$ cat config.mk
export PLATFORM = sky130hd
export DESIGN_NAME = encoder_param_ctrl
export DESIGN_NICKNAME = d
export VERILOG_FILES = /design/src/rtl/encoder_ctrl_pkg.sv /design/src/rtl/button_debounce.sv /design/src/rtl/encoder_param_ctrl.sv
export SDC_FILE = /design/constraint.sdc
export NUM_CORES = 1
export LEC_CHECK = 0
export ABC_AREA = 1
export BUFFER_PORTS_ARGS = -buffer_cell sky130_fd_sc_hd__buf_2
export CAP_MARGIN = 25
export CORE_UTILIZATION = 45
export DETAILED_ROUTE_END_ITERATION = 16
export SLEW_MARGIN = 20
export SYNTH_ARGS = -nofsm -noshare
export SYNTH_HDL_FRONTEND = slang
export SYNTH_SLANG_ARGS = --single-unit
export TNS_END_PERCENT = 30
$ cat constraint.sdc
create_clock -name clk -period 5.6 [get_ports clk]
set_input_delay 0.56 -clock clk [delete_from_list [all_inputs] [get_ports clk]]
set_output_delay 0.56 -clock clk [all_outputs]
set_load 0.02 [all_outputs]
$ cat src/rtl/encoder_ctrl_pkg.sv
// Shared types and arithmetic for the encoder parameter controller.
package encoder_ctrl_pkg;

   typedef enum logic {MODE_BROWSE, MODE_EDIT} mode_t;

   typedef enum logic [1:0] {EVT_NONE, EVT_SHORT, EVT_LONG} btn_evt_t;

   localparam int unsigned CalcW = 32;

   // Saturating add (clamped to max_val) or subtract (clamped to zero).
   function automatic logic [CalcW-1:0] clamp_step(input logic [CalcW-1:0] val,
                                                   input logic [CalcW-1:0] delta,
                                                   input logic             up,
                                                   input logic [CalcW-1:0] max_val);
      logic [CalcW:0] sum;
      sum = {1'b0, val} + {1'b0, delta};
      if (up) begin
         clamp_step = (sum > {1'b0, max_val}) ? max_val : sum[CalcW-1:0];
      end else begin
         clamp_step = (val < delta) ? '0 : val - delta;
      end
   endfunction

endpackage

$ cat src/rtl/button_debounce.sv
// Push-button front end: synchroniser, debounce filter and short/long press classifier.
module button_debounce
   import encoder_ctrl_pkg::*;
#(
   parameter int unsigned DEBOUNCE_CYC   = 16,
   parameter int unsigned LONG_PRESS_CYC = 1000
) (
   input  logic     clk,
   input  logic     rst_n,
   input  logic     btn_raw,
   output btn_evt_t btn_evt
);

   localparam int unsigned DebW  = (DEBOUNCE_CYC > 1) ? $clog2(DEBOUNCE_CYC) : 1;
   localparam int unsigned HoldW = $clog2(LONG_PRESS_CYC + 1);

   logic             sync1_q, sync2_q;
   logic             level_q, level_d;
   logic             prev_q;
   logic [DebW-1:0]  deb_cnt_q, deb_cnt_d;
   logic [HoldW-1:0] hold_q, hold_d;

   always_comb begin
      level_d   = level_q;
      deb_cnt_d = '0;
      if (sync2_q != level_q) begin
         if (deb_cnt_q == DebW'(DEBOUNCE_CYC - 1)) begin
            level_d = sync2_q;
         end else begin
            deb_cnt_d = deb_cnt_q + DebW'(1);
         end
      end
   end

   // hold_q counts debounced-high cycles, saturating once the long threshold is reached
   always_comb begin
      hold_d = hold_q;
      if (!level_q) begin
         hold_d = '0;
      end else if (hold_q != HoldW'(LONG_PRESS_CYC)) begin
         hold_d = hold_q + HoldW'(1);
      end
   end

   always_comb begin
      btn_evt = EVT_NONE;
      if (level_q && (hold_q == HoldW'(LONG_PRESS_CYC - 1))) begin
         btn_evt = EVT_LONG;
      end else if (!level_q && prev_q && (hold_q != HoldW'(LONG_PRESS_CYC))) begin
         btn_evt = EVT_SHORT;
      end
   end

   always_ff @(posedge clk or negedge rst_n) begin
      if (!rst_n) begin
         sync1_q   <= 1'b0;
         sync2_q   <= 1'b0;
         level_q   <= 1'b0;
         prev_q    <= 1'b0;
         deb_cnt_q <= '0;
         hold_q    <= '0;
      end else begin
         sync1_q   <= btn_raw;
         sync2_q   <= sync1_q;
         level_q   <= level_d;
         prev_q    <= level_q;
         deb_cnt_q <= deb_cnt_d;
         hold_q    <= hold_d;
      end
   end

endmodule

$ cat src/rtl/encoder_param_ctrl.sv
// Rotary-encoder parameter editor: browse/select registers, edit with clamping and acceleration.
module encoder_param_ctrl
   import encoder_ctrl_pkg::*;
#(
   parameter int unsigned N_PARAMS       = 4,
   parameter int unsigned VAL_W          = 8,
   parameter int unsigned MAX_VAL        = 255,
   parameter int unsigned DEFAULT_VAL    = 0,
   parameter int unsigned DEBOUNCE_CYC   = 16,
   parameter int unsigned LONG_PRESS_CYC = 1000,
   parameter int unsigned FAST_WIN_CYC   = 64,
   parameter int unsigned ACCEL          = 4,
   parameter int unsigned TIMEOUT_CYC    = 4096
) (
   input  logic                         clk,
   input  logic                         rst_n,
   input  logic                         step_valid,
   input  logic                         step_dir,
   input  logic                         btn_raw,
   output logic [$clog2(N_PARAMS)-1:0]  sel,
   output logic                         edit_mode,
   output logic [VAL_W-1:0]             sel_value,
   output logic [N_PARAMS*VAL_W-1:0]    param_bus,
   output logic                         value_changed
);

   localparam int unsigned SelW = $clog2(N_PARAMS);
   localparam int unsigned GapW = (FAST_WIN_CYC > 0) ? $clog2(FAST_WIN_CYC + 1) : 1;
   localparam int unsigned TmoW = (TIMEOUT_CYC > 1) ? $clog2(TIMEOUT_CYC + 1) : 1;

   btn_evt_t        btn_evt;
   mode_t           mode_q, mode_d;
   logic [SelW-1:0] sel_q, sel_d;
   logic [VAL_W-1:0] params_q [N_PARAMS];
   logic [VAL_W-1:0] params_d [N_PARAMS];
   logic [GapW-1:0] gap_q, gap_d;
   logic [TmoW-1:0] tmo_q, tmo_d;
   logic            vc_q, vc_d;
   logic [VAL_W-1:0] cur_val, stepped_val;
   logic [CalcW-1:0] delta;

   button_debounce #(
      .DEBOUNCE_CYC   (DEBOUNCE_CYC),
      .LONG_PRESS_CYC (LONG_PRESS_CYC)
   ) u_button_debounce (
      .clk     (clk),
      .rst_n   (rst_n),
      .btn_raw (btn_raw),
      .btn_evt (btn_evt)
   );

   assign cur_val     = params_q[sel_q];
   assign delta       = (gap_q < GapW'(FAST_WIN_CYC)) ? CalcW'(ACCEL) : CalcW'(1);
   assign stepped_val = VAL_W'(clamp_step(CalcW'(cur_val), delta, step_dir, CalcW'(MAX_VAL)));

   always_comb begin
      params_d = params_q;
      sel_d    = sel_q;
      mode_d   = mode_q;
      vc_d     = 1'b0;
      gap_d    = (gap_q == GapW'(FAST_WIN_CYC)) ? gap_q : gap_q + GapW'(1);
      tmo_d    = ((mode_q == MODE_EDIT) && (TIMEOUT_CYC != 0)) ? tmo_q + TmoW'(1) : '0;

      // Button events take priority; a coincident step is dropped.
      unique case (btn_evt)
         EVT_SHORT: begin
            tmo_d = '0;
            if (mode_q == MODE_BROWSE) begin
               mode_d = MODE_EDIT;
               gap_d  = GapW'(FAST_WIN_CYC);
            end else begin
               mode_d = MODE_BROWSE;
            end
         end
         EVT_LONG: begin
            tmo_d           = '0;
            params_d[sel_q] = VAL_W'(DEFAULT_VAL);
            vc_d            = (cur_val != VAL_W'(DEFAULT_VAL));
         end
         default: begin
            if (step_valid) begin
               tmo_d = '0;
               if (mode_q == MODE_BROWSE) begin
                  sel_d = step_dir ? sel_q + SelW'(1) : sel_q - SelW'(1);
               end else begin
                  gap_d           = '0;
                  params_d[sel_q] = stepped_val;
                  vc_d            = (stepped_val != cur_val);
               end
            end else if ((mode_q == MODE_EDIT) && (TIMEOUT_CYC != 0) &&
                         (tmo_q == TmoW'(TIMEOUT_CYC - 1))) begin
               mode_d = MODE_BROWSE;
               tmo_d  = '0;
            end
         end
      endcase
   end

   always_ff @(posedge clk or negedge rst_n) begin
      if (!rst_n) begin
         mode_q <= MODE_BROWSE;
         sel_q  <= '0;
         gap_q  <= GapW'(FAST_WIN_CYC);
         tmo_q  <= '0;
         vc_q   <= 1'b0;
         for (int i = 0; i < int'(N_PARAMS); i++) begin
            params_q[i] <= VAL_W'(DEFAULT_VAL);
         end
      end else begin
         mode_q   <= mode_d;
         sel_q    <= sel_d;
         gap_q    <= gap_d;
         tmo_q    <= tmo_d;
         vc_q     <= vc_d;
         params_q <= params_d;
      end
   end

   for (genvar gi = 0; gi < int'(N_PARAMS); gi++) begin : g_bus
      assign param_bus[gi*VAL_W +: VAL_W] = params_q[gi];
   end

   assign sel           = sel_q;
   assign edit_mode     = (mode_q == MODE_EDIT);
   assign sel_value     = params_q[sel_q];
   assign value_changed = vc_q;

endmodule

==> metrics.md, run 1 <==
| Metric | Value |
|---|---|
| P_sw | `between 1 and 1.5 mW` |
| Critical path's slowest cell | `dfrtp_1` |
| Worst Path Required | `5.84 ns` |
| Worst slew margin | `a little under half` |
| Peak supply drop | `around 0.00018 V` |
| Iteration-0 DRC Markers | `about 140` |
| Post-synthesis average cell area | `roughly 7.9 um2` |
| R2r endpoint | `value_changed` |
| # fillers | `900` |
| Hold Fails Final Rpt | `0` |
| CP peak stage delay | `around 0.70 ns` |
| Clk pwr share | `19.0%` |
| CP bufs+invs | `3` |
| Yosys warning count | `0` |
| Crit. End Element | `flip-flop` |
| M1 WL | `between 4000 and 5000 um` |
| Worst reg-to-reg path cell count | `21` |
| Num ports | `approximately 50` |
| Routed vias/inst | `approximately 5.0` |
| Highest metal used | `met4` |
| All-Layer GR Usage | `a little over a fifth` |
| Detailed Place HPWL | `between 7000 and 8000 um` |
| Primary FF master, synth | `dfrtp_1` |
| Synthesized area | `about 4400 um2` |
| Post-synthesis cell type count | `between 40 and 50` |
| Final setup violation count | `0` |
| Sequential power share | `between 30% and 40%` |
| DR DRC count | `0` |
| Chip Width | `a little over 100 um` |
| Met3 wire len | `about 440 um` |
| Row count | `35` |
| Setup_tns | `0 ns` |
| Max cap viols | `0` |
| Routed wl met2 | `~4700 um` |
| Post-DRT Antenna Nets | `0` |
| RSZ-0062 raised after global routing | `false` |
| Fin nets | `between 600 and 700` |
| Vias in the first global route | `3454` |
| Sw Ratio | `47.4%` |
| Most used cell, CP | `nand2_1` |
| TritonCTS Sinks | `74` |
| Die footprint | `~10000 um2` |
| Starting Density | `46.9%` |
| H-tree depth | `3` |
| Num CTS Buffers | `9` |
| Area Growth Syn to Fin | `12.6%` |
| Clock latency on the worst-skew pair | `~0.36 ns` |
| Final period util | `60.3%` |
| Share of the yosys chip area belonging to registers | `between 40% and 50%` |
| Storage element area | `about 1900 um2` |
| # diodes | `0` |
| Worst-margin pin slew | `between 0.7 and 0.8 ns` |
| Wire per inst | `roughly 14 um` |
| FF+latch count, synth | `74` |
| Hold_ws | `0.141 ns` |
| CP Cell Sequence | `inv_2, nand2_1, inv_1, nand2_1, nand2_1, a221oi_1, inv_1, ha_1, nand2_1, nand2_1, nand2_2, nor2_8, nand2_2, nand3_2, nand3_1, nand2_1, nand2_1, nor2_1, nand3_1, nand2_1, nand2_1` |
| Number of synthesized flops with an enable pin | `0` |
| Syn nets | `570` |
| FF-to-FF setup slack | `around 2.2 ns` |
| Cells after Synth | `around 550` |
| Shortest period the worst path allows | `about 3.4 ns` |
| CTS Buffer Depth | `2` |
| CP Max Fanout | `14` |
| Largest net degree at the start of global routing | `between 70 and 80` |
| Port Buffers | `48` |
| Post-synth ARST share | `100%` |
| Layout Skew | `roughly 0.013 ns` |
| Hold WC Path Type | `input pin to asynchronous set/reset pin` |
| Drt total wl | `approximately 10000 um` |
| Lkg Pwr | `between 2 and 3 nW` |
| Total iterations of the first detailed-routing run | `4` |
| R2r startpoint | `sel[1]` |
| First-pass GRT wire length | `16700 um` |
| Clock-pin slew on the worst setup and hold paths | `around 0.08 ns` |
| Worst setup path class | `flip-flop to flip-flop` |
| CTS Root Cell | `clkbuf_8` |
| Vias | `between 3000 and 4000` |
| CP Data Arrival Time | `~3.6 ns` |
| Die Ht | `101 um` |
| Outcome | `finished, final reports clean` |
| Final Power | `2.44 mW` |
| Fmax | `between 200 and 300 MHz` |
| Share of the synthesized area in the top cell type | `about two fifths` |
| CORE AREA | `9330 um2` |
| Area leader, netlist | `dfrtp_1` |
| Pwr/cell area | `just under 500 nW/um2` |
| Internal power | `between 1 and 1.5 mW` |
| Cell Area, Placed | `between 4000 and 5000 um2` |
| CTS tree | `built` |
| Multi-input gate area | `~2200 um2` |
| Share of post-route cells with drive strength above 1 | `roughly 21%` |
| Post-layout util | `a little over half` |
| Ranking of synthesized cells by area | `dfrtp_1 (42%), nand2_1 (15%), nand3_1 (4.9%)` |
| Total grt overflow | `0` |
| Critical path startpoint category | `flip-flop` |
| CTS Hold Bufs | `0` |
| Gate power share | `just under 50%` |
| Initial antenna violation count | `0` |
| Worst path top cell family by delay | `simple AND/OR/NAND/NOR gates` |
| Post-route cell area | `4920 um2` |
| RD Place Congestion | `~0.85` |
| Cts repair resizes | `0` |
| Post-CTS Setup Bufs | `0` |
| Fin. max-slew vios | `0` |
[worst reg2reg max path, delay by kind of cell, from the launching register on]
kind            cells  cell delay (ns)
compound gates      1             0.28
flops               1             0.70
buf+inv             3             0.51
simple gates       16             1.37
fa+ha+maj           1             0.38
[Yosys cell counts (2+ instances only)]
cell type  count
a21oi_1       11
buf_4          2
buf_6          6
dfrtp_1       73
ha_1          12
inv_1         48
inv_2          9
nand2_1      178
nand2_2       16
nand2_4        2
nand3_1       43
nand3_2        5
nand4_1        2
nor2_1        45
nor2_2         7
nor2_4         7
nor3_1        11
nor3_2         6
nor3_4         2
o21ai_0        8
o21ai_1       17
o21ai_2        5
xnor2_1        5
xor2_1        15
[state kept, by name, summed over array words and instances, names as in the netlist, 2 cells and up]
| register | cells |
|---|---|
| param_bus | 32 |
| sel | 2 |
| gap_q | 7 |
| u_button_debounce.deb_cnt_q | 4 |
| u_button_debounce.hold_q | 10 |
| tmo_q | 13 |
[cells by family (layout without fill, tap and decap cells)]
family          count (synthesis)  in the layout  synth area share [%]
compound gates                 49             49                  7.01
xor+xnor                       20             20                  4.00
fa+ha+maj                      12             12                  3.43
buf+inv                        69            123                  7.21
flops                          74             74                  42.4
simple gates                  329            329                  36.0
[worst max path at each step]
stage	startpoint	endpoint	depth (start not counted)
2_1_floorplan	sel[0]	value_changed	21
5_1_grt	sel[1]	value_changed	23
6_report	sel[1]	value_changed	21
4_1_cts	sel[1]	value_changed	21
3_5_place_dp	sel[1]	value_changed	21
3_3_place_gp	sel[1]	value_changed	21
[area by class of cell]
type	count	share of cell area [%]
inverter	58	4.47
sequential	74	37.6
clock inverter	4	1.55
clock buffer	11	2.67
multi-input combinational	410	44.8
timing repair buffer	50	5.59
tap	129	3.28
[routing by layer]
metal | track usage, % | up-vias
met5 | 0 | -
met1 | 28.1 | 1726
met2 | 34.4 | 79
met3 | 5.27 | 16
li1 | - | 1854
met4 | 7.25 | 0
[stage by stage]
stage                     std cells  setup WS, ns
after CTS                       735          2.26
final                           736          2.23
after global routing            736          1.91
after detailed placement        720          2.27
after floorplan                 553          2.78
after global placement          720          2.33
[cells in the final DEF, fill, tap and decap left out, types with 2 or more instances in the layout]
cell	instances
a21oi_1	11
buf_2	48
bufinv_16	2
clkbuf_1	2
clkbuf_8	9
dfrtp_1	73
ha_1	12
inv_1	48
inv_2	9
nand2_1	178
nand2_2	16
nand2_4	2
nand3_1	43
nand3_2	5
nand4_1	2
nor2_1	45
nor2_2	7
nor2_4	7
nor3_1	11
nor3_2	6
nor3_4	2
o21ai_0	8
o21ai_1	17
o21ai_2	5
xnor2_1	5
xor2_1	15
[power groups by stage]
| stage | Combinational (mW) | Clock [mW] | Sequential [mW] |
|---|---|---|---|
| 3_3_place_gp | 1.18 | 0 | 0.801 |
| 4_1_cts | 1.19 | 0.471 | 0.791 |
| 5_1_grt | 1.32 | 0.498 | 0.809 |
| 3_5_place_dp | 1.19 | 0 | 0.801 |
| 6_report | 1.19 | 0.464 | 0.790 |
| 2_1_floorplan | 0.750 | 0 | 0.897 |
No activity file was read; power rests on OpenSTA's default activity.
==> inputs of run 2 (changes only) <==
--- a/config.mk
+++ b/config.mk
@@ -10,6 +10,7 @@
 export CAP_MARGIN = 25
 export CORE_UTILIZATION = 45
 export DETAILED_ROUTE_END_ITERATION = 16
+export PLACE_DENSITY = 0.66
 export SLEW_MARGIN = 20
 export SYNTH_ARGS = -nofsm -noshare
 export SYNTH_HDL_FRONTEND = slang
==> constraint.sdc (replaced) <==
create_clock -name clk -period 2.8 [get_ports clk]
set_input_delay 0.28 -clock clk [delete_from_list [all_inputs] [get_ports clk]]
set_output_delay 0.28 -clock clk [all_outputs]
set_load 0.02 [all_outputs]
==> run 2 against run 1 <==
Register-to-register slack lost 2.1 ns. Total power increased by 110%. Hold slack worse by 0.090 ns. Die area is the same. Non-clock buffer count up 12. Critical path depth down 2. Worst setup slack got worse by 2.1 ns. Clock skew down 0.0025 ns. Cell count up 1.6%. First-iteration DRC count up 43%. Utilization rose by 2.3 points. Critical path type unchanged. Highest routed layer unchanged.
==> metrics.md, run 2 (same netlist as run 1, synthesis figures left out) <==
| Metric | Value |
|---|---|
| Hold_ws | `0.0505 ns (was 0.141 ns)` |
| First-pass GRT wire length | `17400 um (was 16700 um)` |
| Commonest non-fill, non-tap cell in the layout | `nand2_1 (unchanged)` |
| Outcome | `finished, final reports clean (unchanged)` |
| Fmax | `373 MHz (was 296 MHz)` |
| Detailed Place HPWL | `7690 um (was 7410 um)` |
| H-tree depth | `3 (unchanged)` |
| Starting Density | `46.9% (unchanged)` |
| Die Ht | `101 um (unchanged)` |
| Largest net degree at the start of global routing | `44 (was 75)` |
| Initial antenna violation count | `0 (unchanged)` |
| Crit. End Element | `flip-flop (unchanged)` |
| Fin nets | `632 (was 620)` |
| Port Buffers | `48 (unchanged)` |
| Vias in the first global route | `3702 (was 3454)` |
| Worst setup path class | `flip-flop to flip-flop (unchanged)` |
| CORE AREA | `9330 um2 (unchanged)` |
| Lkg Pwr | `2.63 nW (was 2.52 nW)` |
| Clock-pin slew on the worst setup and hold paths | `0.08 ns (about the same)` |
| Routed vias/inst | `5.07 (was 4.99)` |
| Cell Area, Placed | `4750 um2 (was 4690 um2)` |
| Critical path startpoint category | `flip-flop (unchanged)` |
| # fillers | `872 (was 900)` |
| Peak supply drop | `0.000360 V (was 0.000184 V)` |
| Wire per inst | `14.0 um (was 13.7 um)` |
| Share of post-route cells with drive strength above 1 | `25.7% (was 21.4%)` |
| CTS tree | `built (unchanged)` |
| Area Growth Syn to Fin | `17.5% (was 12.6%)` |
| CTS Buffer Depth | `2 (unchanged)` |
| Die footprint | `10100 um2 (unchanged)` |
| Flip-flop count of the largest register after layout | `32 (unchanged)` |
| Post-route cell area | `5140 um2 (was 4920 um2)` |
| Hold WC Path Type | `input pin to flip-flop (was input pin to asynchronous set/reset pin)` |
| Fin. max-slew vios | `0 (unchanged)` |
| Iteration-0 DRC Markers | `203 (was 142)` |
| Total iterations of the first detailed-routing run | `5 (was 4)` |
| Worst-margin pin slew | `0.744 ns (was 0.784 ns)` |
| CTS Root Cell | `clkbuf_8 (unchanged)` |
| Worst slew margin | `50.4% (was 47.7%)` |
| CP Data Arrival Time | `2.92 ns (was 3.61 ns)` |
| Drt total wl | `10500 um (was 10100 um)` |
| Worst Path Required | `3.04 ns (was 5.84 ns)` |
| # diodes | `0 (unchanged)` |
| TritonCTS Sinks | `74 (unchanged)` |
| Chip Width | `101 um (unchanged)` |
| DR DRC count | `0 (unchanged)` |
| Num ports | `49 (unchanged)` |
| Row count | `35 (unchanged)` |
| RD Place Congestion | `0.904 (was 0.846)` |
| Final period util | `95.6% (was 60.3%)` |
| Layout Skew | `0.0108 ns (was 0.0133 ns)` |
| Most frequent cells in the layout | `nand2_1 (173), dfrtp_1 (72), buf_2 (48) (was nand2_1 (178), dfrtp_1 (73), inv_1 (48), buf_2 (48), nor2_1 (45))` |
| Total grt overflow | `0 (unchanged)` |
| Max cap viols | `0 (unchanged)` |
| Pwr/cell area | `1020 nW/um2 (was 496 nW/um2)` |
| Post-DRT Antenna Nets | `0 (unchanged)` |
| Shortest period the worst path allows | `2.68 ns (was 3.37 ns)` |
| All-Layer GR Usage | `22.3% (was 21.4%)` |
| Clock latency on the worst-skew pair | `0.35 ns (was 0.36 ns)` |
| Num CTS Buffers | `9 (unchanged)` |
| CP Max Fanout | `4 (was 14)` |
| Final setup violation count | `0 (unchanged)` |
| Hold Fails Final Rpt | `0 (unchanged)` |
| Vias | `3794 (was 3675)` |
[run 2: changes by cell type in the layout (fill, tap and decap cells not counted), sizes merged]
cell / before / now
clkinv: 0 / 1
dlygate4sd3: 0 / 1
buf: 50 / 61
bufinv: 2 / 3
inv: 59 / 58
clkinvlp: 1 / 0
[run 2: per-stage QoR]
step / setup WS, ns / TNS (ns) / std cells / utilization, % / power [mW]
final: 0.122 / 0 / 748 / 55.1 / 5.22
after global routing: -0.0673 / -0.473 / 748 / 55.1 / 5.57
after CTS: 0.0306 / 0 / 742 / 53.7 / 5.10
after detailed placement: 0.0112 / 0 / 726 / 50.9 / 4.05
after global placement: 0.0851 / 0 / 726 / 50.9 / 4.01
after floorplan: 0.0275 / 0 / 553 / - / 3.30
[run 2: worst paths after layout]
path | start | to | slack, ns | cells past startpoint
max | sel[1] | param_bus[15] | 0.12 | 19
min | btn_raw | u_button_debounce.sync1_q | 0.05 | 1
max reg2reg | sel[1] | param_bus[15] | 0.12 | 19
min reg2reg | u_button_debounce.sync1_q | u_button_debounce.sync2_q | 0.35 | 0
max in group asynchronous | rst_n | gap_q[6] | 1.52 | 3
min in group asynchronous | rst_n | param_bus[12] | 0.52 | 2
[run 2: metal layers]
metal  global-route usage, %  share of wire, %  up-vias
li1                        -                 -     1884
met1                    27.9                42     1767
met2                    36.8                49      116
met3                    4.16               5.4       27
met4                    11.8               3.2        0
met5                       0                 0        -
[run 2: cell type report]
class                   instances  area, um2  area share, %
multi-input cells             410       2290           44.6
flip-flops and latches         74       1850           36.1
repair buffers                 62        360           7.01
inverters                      58        223           4.33
well taps                     129        161           3.14
clock buffers                  11        151           2.95
clock inverters                 4       98.8           1.92
[run 2: worst max-delay path, stage by stage (launching register included)]
cell	delay (ns)
dfrtp_1	0.43
inv_2	0.09
nand2_4	0.08
inv_1	0.05
nand2_1	0.05
nand2_1	0.06
a221oi_2	0.26
buf_4	0.17
buf_4	0.11
ha_2	0.21
nand3_4	0.10
nand2_2	0.08
nand2_2	0.10
nor2_4	0.17
buf_4	0.12
a21oi_1	0.06
o22ai_2	0.22
nor2_4	0.08
nand2_1	0.07
nand2_1	0.05
[run 2: timing repair]
| item | CTS | global route |
|---|---|---|
| setup buffers | 0 | 6 |
| endpoints found under the setup margin | 1 | 22 |
| endpoints found under the hold margin | 2 | 0 |
| cloned | 0 | 0 |
| hold buffers | 1 | 0 |
| pin swaps | 0 | 7 |
| gates resized for setup | 1 | 21 |
[run 2: report_power, final]
part	switching (mW)	internal, mW
clock	0.399	0.638
sequential	0.243	1.31
combinational	1.76	0.871
